**src/rtl/alu_pipe.sv**
```systemverilog
// alu_pipe: pipelined integer ALU with a one-entry registered output stage and valid/ready.
// Define ALU_SEQ_SHIFT_EN to build the iterative one-bit-per-cycle SLL/SRL shifter.
module alu_pipe #(
    parameter int unsigned WIDTH = 32
) (
    input  logic             clk,
    input  logic             reset,
    input  logic             in_valid,
    output logic             in_ready,
    input  logic [WIDTH-1:0] A,
    input  logic [WIDTH-1:0] B,
    input  logic [2:0]       control,
    output logic             out_valid,
    input  logic             out_ready,
    output logic [WIDTH-1:0] out,
    output logic             overflow,
    output logic             carry,
    output logic             zero,
    output logic             negative,
    output logic             sticky_ovf,
    input  logic             clr_sticky
);
    localparam int unsigned MSB = WIDTH - 1;

    logic [WIDTH:0]   sum, diff;
    logic [WIDTH-1:0] alu_res;
    logic             alu_ovf, alu_carry;

    assign sum  = {1'b0, A} + {1'b0, B};
    assign diff = {1'b0, A} + {1'b0, ~B} + {{WIDTH{1'b0}}, 1'b1};

    always_comb begin
        alu_res   = A;
        alu_ovf   = 1'b0;
        alu_carry = 1'b0;
        unique case (control)
            3'b000: begin
                alu_res   = sum[MSB:0];
                alu_carry = sum[WIDTH];
                alu_ovf   = (A[MSB] == B[MSB]) && (sum[MSB] != A[MSB]);
            end
            3'b001: begin
                alu_res   = diff[MSB:0];
                alu_carry = diff[WIDTH];
                alu_ovf   = (A[MSB] != B[MSB]) && (diff[MSB] != A[MSB]);
            end
            3'b010:  alu_res = A & B;
            3'b011:  alu_res = A | B;
            3'b100:  alu_res = A ^ B;
            3'b101:  alu_res = ~(A | B);
            // Shift opcodes pass A through: the unshifted result for shamt==0 or no shifter.
            default: alu_res = A;
        endcase
    end

    logic             accept, wr_en;
    logic [WIDTH-1:0] wr_res;
    logic             wr_ovf, wr_carry;

    assign accept = in_valid && in_ready;

`ifdef ALU_SEQ_SHIFT_EN
    localparam int unsigned SHAMT_W = $clog2(WIDTH);

    typedef enum logic {StIdle, StShift} state_e;

    state_e             state_q, state_d;
    logic [WIDTH-1:0]   shreg_q, shreg_d, shifted;
    logic [SHAMT_W-1:0] cnt_q, cnt_d;
    logic               dir_q, dir_d;

    assign shifted  = dir_q ? (shreg_q >> 1) : (shreg_q << 1);
    assign in_ready = (state_q == StIdle) && (!out_valid || out_ready);

    always_comb begin
        state_d  = state_q;
        shreg_d  = shreg_q;
        cnt_d    = cnt_q;
        dir_d    = dir_q;
        wr_en    = 1'b0;
        wr_res   = alu_res;
        wr_ovf   = alu_ovf;
        wr_carry = alu_carry;
        unique case (state_q)
            StIdle: begin
                if (accept) begin
                    if (control[2:1] == 2'b11) begin
                        shreg_d = A;
                        cnt_d   = B[SHAMT_W-1:0];
                        dir_d   = control[0];
                        if (B[SHAMT_W-1:0] == '0) wr_en = 1'b1;
                        else                      state_d = StShift;
                    end else begin
                        wr_en = 1'b1;
                    end
                end
            end
            StShift: begin
                shreg_d = shifted;
                cnt_d   = cnt_q - SHAMT_W'(1);
                if (cnt_q == SHAMT_W'(1)) begin
                    wr_en    = 1'b1;
                    wr_res   = shifted;
                    wr_ovf   = 1'b0;
                    wr_carry = 1'b0;
                    state_d  = StIdle;
                end
            end
        endcase
    end

    always_ff @(posedge clk or posedge reset) begin
        if (reset) begin
            state_q <= StIdle;
            shreg_q <= '0;
            cnt_q   <= '0;
            dir_q   <= 1'b0;
        end else begin
            state_q <= state_d;
            shreg_q <= shreg_d;
            cnt_q   <= cnt_d;
            dir_q   <= dir_d;
        end
    end
`else
    assign in_ready = !out_valid || out_ready;

    always_comb begin
        wr_en    = accept;
        wr_res   = alu_res;
        wr_ovf   = alu_ovf;
        wr_carry = alu_carry;
    end
`endif

    always_ff @(posedge clk or posedge reset) begin
        if (reset) begin
            out        <= '0;
            out_valid  <= 1'b0;
            overflow   <= 1'b0;
            carry      <= 1'b0;
            zero       <= 1'b0;
            negative   <= 1'b0;
            sticky_ovf <= 1'b0;
        end else begin
            if (wr_en) begin
                out       <= wr_res;
                overflow  <= wr_ovf;
                carry     <= wr_carry;
                zero      <= (wr_res == '0);
                negative  <= wr_res[MSB];
                out_valid <= 1'b1;
            end else if (out_ready) begin
                out_valid <= 1'b0;
            end
            // A set in the same cycle as a clear takes priority.
            if (wr_en && wr_ovf) sticky_ovf <= 1'b1;
            else if (clr_sticky) sticky_ovf <= 1'b0;
        end
    end
endmodule
```
**config.mk**
```make
export PLATFORM = sky130hd
export DESIGN_NAME = alu_pipe
export DESIGN_NICKNAME = d
export VERILOG_FILES = /design/src/rtl/alu_pipe.sv
export SDC_FILE = /design/constraint.sdc
export NUM_CORES = 1
export LEC_CHECK = 0
export CAP_MARGIN = 10
export CELL_PAD_IN_SITES_DETAIL_PLACEMENT = 1
export CELL_PAD_IN_SITES_GLOBAL_PLACEMENT = 1
export CORE_UTILIZATION = 43
export DETAILED_ROUTE_END_ITERATION = 6
export HOLD_SLACK_MARGIN = 0.12
export MAX_ROUTING_LAYER = met4
export PLACE_DENSITY = 0.86
export REMOVE_ABC_BUFFERS = 1
export SLEW_MARGIN = 20
export SYNTH_ARGS = -nofsm -noshare
export SYNTH_HDL_FRONTEND = slang
export SYNTH_SLANG_ARGS = --single-unit
export TNS_END_PERCENT = 100
```
**constraint.sdc**
```tcl
create_clock -name clk -period 2.62 [get_ports clk]
set_clock_uncertainty 0.05 [all_clocks]
set_input_delay 0.393 -clock clk [delete_from_list [all_inputs] [get_ports clk]]
set_output_delay 0.393 -clock clk [all_outputs]
set_load 0.02 [all_outputs]
```
==> qor.yml, run 1 <==
initial_utilization_pct: 43.9
synth.distinct_cells: 94
postCtsHoldBufs: 0
flow.stopped_at: "clock tree synthesis (4_1_cts)"
post_cts.repair.setup_buffers: 122
synth_top_cell_by_area: "ha_1"
mappedNetlistArea_mm2: 0.00786
dieWidth_um: 137
design.portCount: 111
ys.flop_type: "dfrtp_1"
synth_enable_flop_cells: 0
dpl.cell_count: 1801
error: "[ERROR DPL-0033] detailed placement checks failed during check placement."
syn-mean-instance-area_um2: 6.90
cts-root-buf: "clkbuf_16"
ctsLongestPathBuffers: 2
cts_num_sinks: 37
die_y_um: 137
postSynthCellCount: 1138
dp_hpwl_um: 40000
place_congestion: 1.11
seq_total_area_yosys_pct: 11.8
synth.most_common_cell: "nand2_1"
synth_commonest_cells: "122 x nand2_1, 116 x a21oi_1, 105 x ha_1"
numCtsBuffers: 5
port_buffers: 110
synthesis.yosys.warnings: 0
cell_types_occupying_the_most_area_after_synthesis: "ha_1 17%, dfrtp_1 12%, a21oi_1 7.4%"
synth-seq-cells: 37
synth_largest_type_area_fraction_pct: 16.7
h-tree-depth: 2
fp-row-count: 49
run_status: "stopped before the end"
synth-async-reset-ratio_pct: 100
cts_resizes: 767
post_dp_cell_area_mm2: 0.0120
[per-stage QoR]
step	TNS [ps]	setup WS (ps)
floorplan	-3870	-526
global placement	-28730	-1400
detailed placement	-38850	-1710
[cells by family after synthesis]
logic type                 synth area share [%]
buffers and inverters                      9.18
and+or+nand+nor                            20.3
muxes                                      1.61
DFF                                        11.8
xor gates and xnor gates                   1.12
AOI/OAI and AO/OA                          38.8
adders and majority gates                  17.2
==> run 2, diff against run 1 <==
Settings changed: CELL_PAD_IN_SITES_DETAIL_PLACEMENT 1 to unset, CELL_PAD_IN_SITES_GLOBAL_PLACEMENT 1 to unset, CORE_UTILIZATION 43 to 28, HOLD_SLACK_MARGIN 0.12 to unset, MAX_ROUTING_LAYER met4 to unset, PLACE_DENSITY 0.86 to unset, PLACE_DENSITY_LB_ADDON set to 0.15.
==> qor.yml, run 2 <==
power.leakage_nw: 6.86
min_period_over_period_pct: 119
routed_wl_um: 41800
grt_use_total_pct: 28.5
synth_enable_flop_cells: 0  # unchanged
dpl.cell_count: 1964  # +9.1%
wl_per_cell_um: 20.2
clkPwrFrac_pct: 16.7
initialDrtViolationCount: 853
final_common_cell: "buf_4"
report.power.total_mw: 5.40
timing.hold.worst.class: "reg2reg"
slew_headroom_pct: 54.6
antenna_violations_before_repair: 0
h-tree-depth: 2  # unchanged
min_from: "out[29]"
regToRegStartpoint: "out_valid"
routedLengthMet1_um: 18200
mappedNetlistArea_mm2: 0.00786  # unchanged
firstDrtPassIters: 5
hold-path-endpoint: "out[29]"
vias_per_cell: 5.39
leading_cell_types_in_the_layout_fill_and_taps_excluded: "450 x buf_4, 107 x nand2_1, 84 x nor2_1, 80 x a21oi_1, 67 x buf_6"
ctsLongestPathBuffers: 2  # unchanged
power.combinational.fraction_pct: 69.7
grt-ovfl-total: 0
layout_area_overhead_pct: 98.0
crit-reg2reg-capture: "zero"
synth_top_cell_by_area: "ha_1"
clock_latency_ps: 310
run_status: "complete, but fails checks"
worst-path-max-fanout: 4
ys.flop_type: "dfrtp_1"
final_hold_viol_count: 0
clk_transition_reported_paths_ps: 80
timing_limited_maximum_frequency_mhz: 320
drive_above_1_share_pct: 53.3
rsz0062_at_grt: "yes"
final_core_util_pct: 57.1
largest-register: "out"
synth.distinct_cells: 94  # unchanged
tightest_pin_transition_ps: 681
grt_pass1_vias: 11100
postSynthCellCount: 1138  # unchanged
timing.critical_path.required_ps: 2810
floorplan.core_area_mm2: 0.0273
seq_total_area_yosys_pct: 11.8  # unchanged
syn-mean-instance-area_um2: 6.90  # unchanged
grt_start_max_net_pins: 54
critPathLaunchType: "primary input"
filler_cell_count: 2558
overall_die_area_mm2: 0.0287
port_buffers: 110  # unchanged
dr_total_vias: 11200
top_layer: "met4"
switching_share_pct: 42.8
cts_num_sinks: 37  # unchanged
die_y_um: 169  # +24%
crit_type: "in2reg"
maxCapViolations: 0
timing.final.setup_violations: 22
ff2ff_setup_slack_ps: 730
dp_hpwl_um: 31000  # -22%
antenna_left: 0
stdcell_count: 2075
worstHoldPathCells: 2
pwr_density_cell_mw_per_mm2: 347
cts-root-buf: "clkbuf_16"
fin_nets: 1880
grt_first_pass_wirelength_um: 63000
synth-seq-cells: 37  # unchanged
synth_largest_type_area_fraction_pct: 16.7  # unchanged
initial_utilization_pct: 28.8  # -15 points
whs_ps: 420
fp-row-count: 60  # +22%
timing.reg2reg.worst_path_depth: 8
synth_commonest_cells: "122 x nand2_1, 116 x a21oi_1, 105 x ha_1"
dieWidth_um: 169  # +24%
critPathArrivalTime_ps: 3310
report.final.slew_viol_count: 0
ir_drop_worst_vdd_v: 0.000237
numCtsBuffers: 5  # unchanged
internal_power_mw: 3.09
wl_met2_um: 19700
design.portCount: 111  # unchanged
cell_types_occupying_the_most_area_after_synthesis: "ha_1 17%, dfrtp_1 12%, a21oi_1 7.4%"
power.switching_mw: 2.31
drt_drc_violations_left: 0
power_frac_seq_pct: 13.6
place_congestion: 0.959  # -14%
synth-async-reset-ratio_pct: 100  # unchanged
period_minus_slack_ps: 3120
worst_slack_ps: -502
synthesis.yosys.warnings: 0  # unchanged
end_kind: "flop"
cts_tree: "built"
flip_flop_count_of_the_largest_register_after_layout: 32
met3RoutedLength_um: 2540
violations: "negative setup slack"
synth.most_common_cell: "nand2_1"
[run 2: how the worst max path moves through the flow]
stage	from	endpoint
final	A[0]	zero
after global routing	B[6]	zero
after CTS	B[0]	zero
after floorplan	A[0]	zero
after detailed placement	A[1]	zero
after global placement	B[1]	zero
[run 2: repair_timing]
action,4_1_cts,5_1_grt
hold buffers,0,0
endpoints found under the setup margin,31,27
gates cloned,1,0
gates resized for setup,553,167
pin swaps,137,139
buffers inserted,73,53
[run 2: metal layers]
metal  track usage [%]  vias to the layer above
met1              37.2                     5321
met5                 0                        -
met4              9.36                        0
met3              4.13                       92
met2              47.9                      479
li1                  -                     5300
[run 2: cell type report]
type	count	area (um2)	area share [%]
flip-flops and latches	37	926	5.95
clock buffers	5	125	0.804
inverters	101	428	2.75
clock inverters	3	68.8	0.442
repair buffers	631	5260	33.8
diodes	1	2.50	0.0161
well taps	372	465	2.99
multi-input cells	925	8280	53.2
[run 2: per-stage QoR]
stage,area [um2],worst slack (ps),TNS [ps]
6_report,15600,-502,-4730
2_1_floorplan,7520,-526,-3870
5_1_grt,15600,-748,-7090
3_3_place_gp,12300,-1660,-32350
3_5_place_dp,12300,-1630,-33280
4_1_cts,14700,-537,-4040
[run 2: kinds of logic after synthesis]
group | synth area share [%]
fa+ha+maj | 17.2
flops | 11.8
compound gates | 38.8
xor+xnor | 1.12
buf+inv | 9.18
mux | 1.61
simple gates | 20.3
[run 2: worst max-delay path, cell delays in order]
cell       delay [ps]
buf_8             100
buf_6             110
inv_4              50
ha_4              140
buf_4             100
buf_6              90
o21bai_4           60
o2111ai_4         270
a31oi_4           140
buf_12            160
o31ai_4           300
xnor2_1           160
nor2_1             50
o32a_1            380
nand4b_1          310
nor4_2            230
nand4_1           120
o21ai_1           130
[run 2: power groups by stage]
stage	registers, mW	clock network (mW)	logic, mW
2_1_floorplan	0.858	0	1.11
3_3_place_gp	0.743	0	2.80
3_5_place_dp	0.745	0	2.80
4_1_cts	0.734	0.917	3.43
5_1_grt	0.748	0.932	4.00
6_report	0.735	0.900	3.76
Power figures use the tool's default switching activity.
==> run 3, diff against run 2 <==
Settings changed: CORE_UTILIZATION 28 to 60.
==> qor.yml, run 3 <==
synth_top_cell_by_area: "ha_1"
error: "[ERROR DPL-0038] Utilization greater than 100%, impossible to legalize"
fp-row-count: 41  # -32%
synth-seq-cells: 37  # unchanged
cts_num_sinks: 37  # unchanged
die_y_um: 116  # -31%
h-tree-depth: 2  # unchanged
synthesis.yosys.warnings: 0  # unchanged
cell_types_occupying_the_most_area_after_synthesis: "ha_1 17%, dfrtp_1 12%, a21oi_1 7.4%"
mappedNetlistArea_mm2: 0.00786  # unchanged
synth_commonest_cells: "122 x nand2_1, 116 x a21oi_1, 105 x ha_1"
post_cts.repair.setup_buffers: 72  # -1.4%
cts-root-buf: "clkbuf_16"
synth.most_common_cell: "nand2_1"
dp_hpwl_um: 32000  # +3.2%
ctsLongestPathBuffers: 2  # unchanged
synth_enable_flop_cells: 0  # unchanged
dieWidth_um: 116  # -31%
ys.flop_type: "dfrtp_1"
synth-async-reset-ratio_pct: 100  # unchanged
run_status: "stopped before the end"
syn-mean-instance-area_um2: 6.90  # unchanged
place_congestion: 1.10  # +15%
port_buffers: 110  # unchanged
design.portCount: 111  # unchanged
numCtsBuffers: 5  # unchanged
postCtsHoldBufs: 0  # unchanged
synth_largest_type_area_fraction_pct: 16.7  # unchanged
initial_utilization_pct: 62.0  # +33 points
flow.stopped_at: "clock tree synthesis (4_1_cts)"
postSynthCellCount: 1138  # unchanged
seq_total_area_yosys_pct: 11.8  # unchanged
synth.distinct_cells: 94  # unchanged
cts_resizes: 550  # -0.54%
## run 3: cell counts after synthesis
No cell type changed its count.
## run 3: cells by family after synthesis
kind of cell	count (synthesis)	synth area share [%]
compound gates	451	38.8
xor+xnor	10	1.12
fa+ha+maj	107	17.2
buf+inv	176	9.18
flops	37	11.8
mux	12	1.61
simple gates	345	20.3
## run 3: stage by stage
stage	hold slack (ps)	cells	util (%)	setup WS [ps]	instance area, um2
2_1_floorplan	451	1063	-	-526	7520
3_3_place_gp	408	1731	92.7	-1340	11700
3_5_place_dp	420	1731	92.7	-1550	11700
